File: src/rtl/rob_rrat_pkg.sv
// Shared widths, entry field layout and helpers for the ROB/RRAT retirement back end.
package rob_rrat_pkg;

    localparam int unsigned NUM_PHYS_REGS  = 64;
    localparam int unsigned NUM_ARCH_REGS  = 35;
    localparam int unsigned ROB_DEPTH      = 64;
    localparam int unsigned ROB_ENTRY_BITS = 13;

    localparam int unsigned LOG_PHYS = $clog2(NUM_PHYS_REGS);
    localparam int unsigned LOG_ARCH = $clog2(NUM_ARCH_REGS);
    localparam int unsigned TAG_BITS = $clog2(ROB_DEPTH);

    localparam int unsigned PHYS_LSB     = 0;
    localparam int unsigned ARCH_LSB     = PHYS_LSB + LOG_PHYS;
    localparam int unsigned REGWRITE_BIT = ARCH_LSB + LOG_ARCH;

    typedef struct packed {
        logic                reg_write;
        logic [LOG_ARCH-1:0] arch;
        logic [LOG_PHYS-1:0] phys;
    } rob_entry_t;

    function automatic rob_entry_t unpack_entry(input logic [ROB_ENTRY_BITS-1:0] raw);
        rob_entry_t e;
        e.phys      = raw[PHYS_LSB +: LOG_PHYS];
        e.arch      = raw[ARCH_LSB +: LOG_ARCH];
        e.reg_write = raw[REGWRITE_BIT];
        return e;
    endfunction

    // Arch indices past the last real register are encodable but never map anywhere.
    function automatic logic arch_valid(input logic [LOG_ARCH-1:0] arch);
        return 32'(arch) < NUM_ARCH_REGS;
    endfunction

endpackage

File: src/rtl/rob_rrat_unit_if.sv
// Allocate/complete/commit bundle of rob_rrat_unit; RRAT_FREED_REG_EN adds the freed-register pair.
interface rob_rrat_unit_if;
    import rob_rrat_pkg::*;

    logic                              Entry_valid_IN;
    logic [ROB_ENTRY_BITS-1:0]         Entry_IN;
    logic [TAG_BITS-1:0]               Alloc_tag_OUT;
    logic                              Full;
    logic                              Complete_valid_IN;
    logic [TAG_BITS-1:0]               Complete_tag_IN;
    logic                              ReadyCommit;
    logic                              RegUpdate;
    logic [LOG_ARCH-1:0]               Arch_reg;
    logic [LOG_PHYS-1:0]               Phys_reg;
    logic [NUM_ARCH_REGS*LOG_PHYS-1:0] regPtrs;
`ifdef RRAT_FREED_REG_EN
    logic                              Freed_valid_OUT;
    logic [LOG_PHYS-1:0]               Freed_reg_OUT;
`endif

    modport master (
`ifdef RRAT_FREED_REG_EN
        input  Freed_valid_OUT, Freed_reg_OUT,
`endif
        output Entry_valid_IN, Entry_IN, Complete_valid_IN, Complete_tag_IN,
        input  Alloc_tag_OUT, Full, ReadyCommit, RegUpdate, Arch_reg, Phys_reg, regPtrs
    );

    modport slave (
`ifdef RRAT_FREED_REG_EN
        output Freed_valid_OUT, Freed_reg_OUT,
`endif
        input  Entry_valid_IN, Entry_IN, Complete_valid_IN, Complete_tag_IN,
        output Alloc_tag_OUT, Full, ReadyCommit, RegUpdate, Arch_reg, Phys_reg, regPtrs
    );

endinterface

File: src/rtl/rob_rrat_unit_rrat.sv
// Retirement register alias table: identity map on reset, one write port, flattened read-out.
module rrat
    import rob_rrat_pkg::*;
(
    input  logic                              clk,
    input  logic                              rst,
    input  logic                              we,
    input  logic [LOG_ARCH-1:0]               waddr,
    input  logic [LOG_PHYS-1:0]               wdata,
    output logic [NUM_ARCH_REGS*LOG_PHYS-1:0] ptrs
);

    logic [LOG_PHYS-1:0] map_q [NUM_ARCH_REGS];

    always_ff @(posedge clk or posedge rst) begin
        if (rst) begin
            for (int i = 0; i < NUM_ARCH_REGS; i++) begin
                map_q[i] <= LOG_PHYS'(i);
            end
        end else if (we && arch_valid(waddr)) begin
            map_q[waddr] <= wdata;
        end
    end

    always_comb begin
        ptrs = '0;
        for (int i = 0; i < NUM_ARCH_REGS; i++) begin
            ptrs[i*LOG_PHYS +: LOG_PHYS] = map_q[i];
        end
    end

endmodule

File: src/rtl/rob_rrat_unit.sv
// Circular reorder buffer retiring one completed instruction per cycle into the RRAT.
// Define RRAT_FREED_REG_EN to expose the superseded physical register for the free list.
module rob_rrat_unit
    import rob_rrat_pkg::*;
(
    input logic            CLK,
    input logic            RESET,
    rob_rrat_unit_if.slave io
);

    rob_entry_t            entry_q [ROB_DEPTH];
    logic [ROB_DEPTH-1:0]  valid_q;
    logic [ROB_DEPTH-1:0]  done_q;
    logic [TAG_BITS-1:0]   head_q;
    logic [TAG_BITS-1:0]   tail_q;
    logic [TAG_BITS:0]     count_q;

    rob_entry_t head_e;
    logic       alloc;
    logic       commit;

    always_comb begin
        head_e = entry_q[head_q];
        commit = valid_q[head_q] && done_q[head_q];
        alloc  = io.Entry_valid_IN && !io.Full;
    end

    assign io.Full          = (count_q == (TAG_BITS+1)'(ROB_DEPTH));
    assign io.Alloc_tag_OUT = tail_q;
    assign io.ReadyCommit   = commit;
    assign io.RegUpdate     = commit && head_e.reg_write;
    assign io.Arch_reg      = head_e.arch;
    assign io.Phys_reg      = head_e.phys;

    // Payload needs no reset: valid_q gates every use of it.
    always_ff @(posedge CLK) begin
        if (alloc) begin
            entry_q[tail_q] <= unpack_entry(io.Entry_IN);
        end
    end

    // Alloc and commit never touch the same slot: that would need count == 0 and full at once.
    always_ff @(posedge CLK or posedge RESET) begin
        if (RESET) begin
            valid_q <= '0;
            done_q  <= '0;
            head_q  <= '0;
            tail_q  <= '0;
            count_q <= '0;
        end else begin
            if (io.Complete_valid_IN && valid_q[io.Complete_tag_IN]) begin
                done_q[io.Complete_tag_IN] <= 1'b1;
            end
            if (commit) begin
                valid_q[head_q] <= 1'b0;
                head_q          <= head_q + TAG_BITS'(1);
            end
            if (alloc) begin
                valid_q[tail_q] <= 1'b1;
                done_q[tail_q]  <= 1'b0;
                tail_q          <= tail_q + TAG_BITS'(1);
            end
            unique case ({alloc, commit})
                2'b10:   count_q <= count_q + (TAG_BITS+1)'(1);
                2'b01:   count_q <= count_q - (TAG_BITS+1)'(1);
                default: ;
            endcase
        end
    end

    rrat u_rrat (
        .clk   (CLK),
        .rst   (RESET),
        .we    (io.RegUpdate),
        .waddr (head_e.arch),
        .wdata (head_e.phys),
        .ptrs  (io.regPtrs)
    );

`ifdef RRAT_FREED_REG_EN
    always_comb begin
        io.Freed_reg_OUT = '0;
        for (int i = 0; i < NUM_ARCH_REGS; i++) begin
            if (head_e.arch == LOG_ARCH'(i)) begin
                io.Freed_reg_OUT = io.regPtrs[i*LOG_PHYS +: LOG_PHYS];
            end
        end
    end
    assign io.Freed_valid_OUT = io.RegUpdate;
`endif

endmodule

File: src/flat_wrapper.sv
// flat-port wrapper written by rule: the top's interface ports become plain ports
module rob_rrat_unit_flat import rob_rrat_pkg::*;
  (CLK, RESET, io_Entry_valid_IN, io_Entry_IN, io_Complete_valid_IN, io_Complete_tag_IN, io_Alloc_tag_OUT, io_Full, io_ReadyCommit, io_RegUpdate, io_Arch_reg, io_Phys_reg, io_regPtrs);
  rob_rrat_unit_if io_i ();
  input logic CLK;
  input logic RESET;
  input wire logic [$bits(io_i.Entry_valid_IN)-1:0] io_Entry_valid_IN;
  input wire logic [$bits(io_i.Entry_IN)-1:0] io_Entry_IN;
  input wire logic [$bits(io_i.Complete_valid_IN)-1:0] io_Complete_valid_IN;
  input wire logic [$bits(io_i.Complete_tag_IN)-1:0] io_Complete_tag_IN;
  output wire logic [$bits(io_i.Alloc_tag_OUT)-1:0] io_Alloc_tag_OUT;
  output wire logic [$bits(io_i.Full)-1:0] io_Full;
  output wire logic [$bits(io_i.ReadyCommit)-1:0] io_ReadyCommit;
  output wire logic [$bits(io_i.RegUpdate)-1:0] io_RegUpdate;
  output wire logic [$bits(io_i.Arch_reg)-1:0] io_Arch_reg;
  output wire logic [$bits(io_i.Phys_reg)-1:0] io_Phys_reg;
  output wire logic [$bits(io_i.regPtrs)-1:0] io_regPtrs;
  assign io_i.Entry_valid_IN = io_Entry_valid_IN;
  assign io_i.Entry_IN = io_Entry_IN;
  assign io_i.Complete_valid_IN = io_Complete_valid_IN;
  assign io_i.Complete_tag_IN = io_Complete_tag_IN;
  assign io_Alloc_tag_OUT = io_i.Alloc_tag_OUT;
  assign io_Full = io_i.Full;
  assign io_ReadyCommit = io_i.ReadyCommit;
  assign io_RegUpdate = io_i.RegUpdate;
  assign io_Arch_reg = io_i.Arch_reg;
  assign io_Phys_reg = io_i.Phys_reg;
  assign io_regPtrs = io_i.regPtrs;
  rob_rrat_unit u_core (.CLK(CLK), .RESET(RESET), .io(io_i));
endmodule
File: config.mk
export PLATFORM = sky130hd
export DESIGN_NAME = rob_rrat_unit_flat
export DESIGN_NICKNAME = d
export VERILOG_FILES = /design/src/rtl/rob_rrat_pkg.sv /design/src/rtl/rob_rrat_unit_if.sv /design/src/rtl/rob_rrat_unit_rrat.sv /design/src/rtl/rob_rrat_unit.sv /design/src/flat_wrapper.sv
export SDC_FILE = /design/constraint.sdc
export NUM_CORES = 2
export LEC_CHECK = 0
export ABC_AREA = 1
export CAP_MARGIN = 10
export CORE_MARGIN = 4
export CORE_UTILIZATION = 48
export DETAILED_ROUTE_END_ITERATION = 10
export PLACE_DENSITY = 0.66
export SLEW_MARGIN = 20
export SYNTH_ARGS = -nofsm -noshare
export SYNTH_HDL_FRONTEND = slang
export SYNTH_HIERARCHICAL = 1
export SYNTH_SLANG_ARGS = --single-unit
File: constraint.sdc
create_clock -name CLK -period 19.3 [get_ports CLK]
set_clock_uncertainty 0.05 [all_clocks]
set_input_delay 1.93 -clock CLK [delete_from_list [all_inputs] [get_ports CLK]]
set_output_delay 1.93 -clock CLK [all_outputs]
set_load 0.005 [all_outputs]
==> qor.csv <==
stage,metric,value,unit
outcome,outcome,completed,
grt,first-pass GRT wire length,225000,um
placed_design,Placer Congestion,0.898,
layout,Nets,4832,
route,total via count in the routed design,36900,
route,via/cell ratio,5.89,
worst_setup_path,worst endpoint data arrival time,5.72,ns
yosys,Mapped Nets,4602,
worst_setup_path,worst endpoint required time,17.32,ns
die,width of the chip,329,um
worst_setup_path,CP Max Fanout,66,
power,Int Pwr,5150,uW
grt,global route total overflow,0,
sta,final worst path period share,0.399,
worst_setup_path,Worst Reg-to-Reg Cells,19,
sta,final worst setup slack,11.60,ns
worst_setup_path,worst reg2reg setup slack,12.21,ns
clock_network,cts repair resizes,0,
layout,share of layout cells above drive strength 1,0.0882,
sta,Final Hold Vio Count,0,
die,num rows,117,
clock_network,cts bufs inserted,116,
yosys,register area share after synthesis,0.688,
layout,"most common cell after layout, fill and taps aside",nand2_1,
worst_setup_path,"Top cell by count, worst path",buf_4,
power,clock power share,0.260,
power,switch share,0.395,
placed_design,Setup WS pre-CTS,12.40,ns
worst_setup_path,worst r2r src,u_core/head_q[0],
clock_network,H-tree levels,3,
power,Psw,3360,uW
route,Post-Route WL,153000,um
route,DRT iter0 DRCs,4627,
clock_network,CTS tree,done,
placed_design,hpwl dp,91000,um
yosys,Syn Area/Cell,10.8,um2
worst_setup_path,slowest CP cell,nand2_2,
die,die height,329,um
clock_network,CTS sink cnt,1189,
power,pwr dens,149,nW/um2
worst_hold_path,HP Start,u_core/u_rrat/ptrs[203],
worst_hold_path,Hold Crit Endpoint,u_core/u_rrat/ptrs[203],
grt,largest net degree at the start of global routing,132,
sta,setup violators final,0,
yosys,Yosys reg bits,1189,
sta,Tightest Pin Transition,1.17,ns
grt,GRT Total Usage,0.277,
worst_setup_path,Setup crit start kind,flop,
worst_setup_path,crit path from,u_core/head_q[0],
clock_network,clk buf depth,3,
power,Flop pwr share,0.384,
layout,# fillers,8610,
grt,vias in the first global route,34800,
sta,maximum clock rate,130,MHz
power,Peak VDD IR,0.124,mV
sta,Slew headroom,0.218,
yosys,Ys Warns,6,
power,Comb power frac,0.356,
route,Initial DRT Pass Iterations,7,
clock_network,Post-CTS Hold Buffers,0,
die,CORE AREA,102000,um2
sta,Max Slew Vio Count,0,
grt,initial antenna violation count,1,
route,final antenna-violating net count,0,
worst_setup_path,Setup crit end kind,output pin,
route,WL/cell,24.4,um
clock_network,clk_lat worst skew,0.71,ns
clock_network,clk root buf,clkbuf_16,
worst_setup_path,worst stage delay on the critical path,0.72,ns
sta,setup TNS,0,ns
sta,Tmin final,7.70,ns
layout,most frequent cells in the layout,"nand2_1 (1404), edfxtp_1 (832), nand3_1 (363)",
sta,RSZ-0062 raised after global routing,false,
worst_setup_path,Worst R2R End,u_core/u_rrat/ptrs[40],
yosys,Post-Syn Area,49500,um2
die,Starting Density,0.485,
clock_network,clk slew on worst S/H paths,0.06,ns
yosys,synth unique cells,39,
layout,Layout area overhead,15.6,%
worst_setup_path,worst-path cell chain,buf_4 -> o211ai_1 -> nand2_1 -> o21ai_1 -> nand2_1 -> nor2_1 -> nand2_2 -> buf_4 -> nand2_2 -> buf_4 -> nor2_4 -> buf_4 -> clkdlybuf4s50_1,
layout,final core utilization,0.560,
worst_hold_path,Hold Path Depth,2,
worst_setup_path,WS Path Type,reg2out,
die,I/O pin count,254,
yosys,Mapped Cells,4574,
power,Static Leak,0.0222,uW
placed_design,IO Port Bufs,253,
die,Die ar.,108000,um2
route,Remaining DRCs,0,
job,max_cap viols,0,
clock_network,post-CTS setup buffer count,0,
worst_hold_path,Min-Delay Path Class,reg2reg,
[worst max-delay path by stage]
stage          depth (start not counted)  slack (ns)                     end
2_1_floorplan                          1       11.72   u_core/u_rrat/ptrs[0]
3_3_place_gp                          13       12.45            io_RegUpdate
3_5_place_dp                          19       12.40  u_core/u_rrat/ptrs[40]
4_1_cts                               13       11.66            io_RegUpdate
5_1_grt                               13       11.33            io_RegUpdate
6_report                              13       11.60            io_RegUpdate
[kinds of logic (layout without fill, tap and decap cells)]
logic type                 after synthesis  after routing  share of synthesized area
and+or+nand+nor                       2408           2408                      0.210
DFF                                   1189           1189                      0.688
buffers and inverters                  535            858                     0.0461
AOI/OAI and AO/OA                      422            422                     0.0519
xor gates and xnor gates                15             15                    0.00266
adders and majority gates                5              5                    0.00126
other                                    0              1                          0
[state kept, by name (all words and copies together), names as in the netlist]
register and count:
u_core/count_q 7, u_core/done_q 64, u_core/entry_q 832, u_core/head_q 6, u_core/io.Alloc_tag_OUT 6, u_core/u_rrat/ptrs 210
u_core/valid_q 64
[synthesized netlist by cell type]
| cell type | number | area (um2) |
|---|---|---|
| inv_2 | 7 | 26.3 |
| a211oi_1 | 5 | 37.5 |
| nor3_1 | 20 | 100 |
| buf_2 | 111 | 556 |
| nand3_1 | 363 | 1820 |
| a21boi_0 | 1 | 7.51 |
| a22oi_1 | 95 | 713 |
| nor2_8 | 1 | 20.0 |
| or2_2 | 2 | 12.5 |
| inv_1 | 273 | 1020 |
| a22o_1 | 15 | 131 |
| xor2_1 | 11 | 96.3 |
| a21oi_1 | 139 | 696 |
| nor2_4 | 2 | 22.5 |
| o21ai_1 | 17 | 85.1 |
| nand4_1 | 320 | 2000 |
| xnor2_1 | 4 | 35.0 |
| o21ai_0 | 87 | 435 |
| a31oi_1 | 2 | 12.5 |
| nor2_2 | 6 | 37.5 |
| dfstp_2 | 85 | 2230 |
| edfxtp_1 | 832 | 25000 |
| o22ai_1 | 18 | 113 |
| nor2_1 | 274 | 1030 |
| nand2_1 | 1408 | 5290 |
| buf_6 | 8 | 90.1 |
| ha_1 | 5 | 62.6 |
| o22a_1 | 1 | 8.76 |
| o2111ai_1 | 11 | 96.3 |
| inv_4 | 1 | 6.26 |
| buf_4 | 19 | 143 |
| nand2_2 | 5 | 31.3 |
| buf_1 | 6 | 22.5 |
| dfrtp_1 | 272 | 6810 |
| clkinv_1 | 2 | 7.51 |
| o21a_1 | 1 | 7.51 |
| o211ai_1 | 30 | 225 |
| clkbuf_1 | 108 | 405 |
| nand3b_1 | 7 | 52.6 |
[critical path: cells and delay by family (launching register included)]
kind                   cells  cell delay [ns]
and+or+nand+nor            6             1.18
buffers and inverters      5             2.83
DFF                        1             0.67
AOI/OAI and AO/OA          2             0.26
[per-layer routing]
layer	vias up	GRT usage	wire length [um]
met1	18100	0.373	59500
met2	2064	0.449	71600
met4	0	0.116	7440
met3	410	0.0472	14700
li1	16400	-	-
met5	-	0	0
[layout make-up]
class                   instances  area (um2)  share of cell area
flip-flops and latches       1189       34000               0.595
multi-input cells            2850       13300               0.233
repair buffers                364        3330              0.0582
clock buffers                 142        3070              0.0537
well taps                    1368        1710              0.0299
inverters                     283        1090              0.0190
clock inverters                69         619              0.0108
diodes                          1        2.50           0.0000438
[through the flow]
step	instance area [um2]	instances	power (uW)	hold slack, ns
CTS	57200	6265	8490	0.413
finish	57200	6266	8510	0.412
detailed placement	53500	6054	6290	0.404
global placement	53500	6053	6240	0.400
floorplan	49500	4574	5110	0.402
global route	57200	6265	8910	0.425
[power by group through the flow]
stage                     combinational [uW]  sequential, uW  clock, uW
after floorplan                         1860            3240          0
after global placement                  2940            3300          0
after detailed placement                2980            3310          0
after CTS                               2990            3260       2240
after global routing                    3270            3290       2350
final                                   3030            3260       2210
No activity file was read; power rests on OpenSTA's default activity.
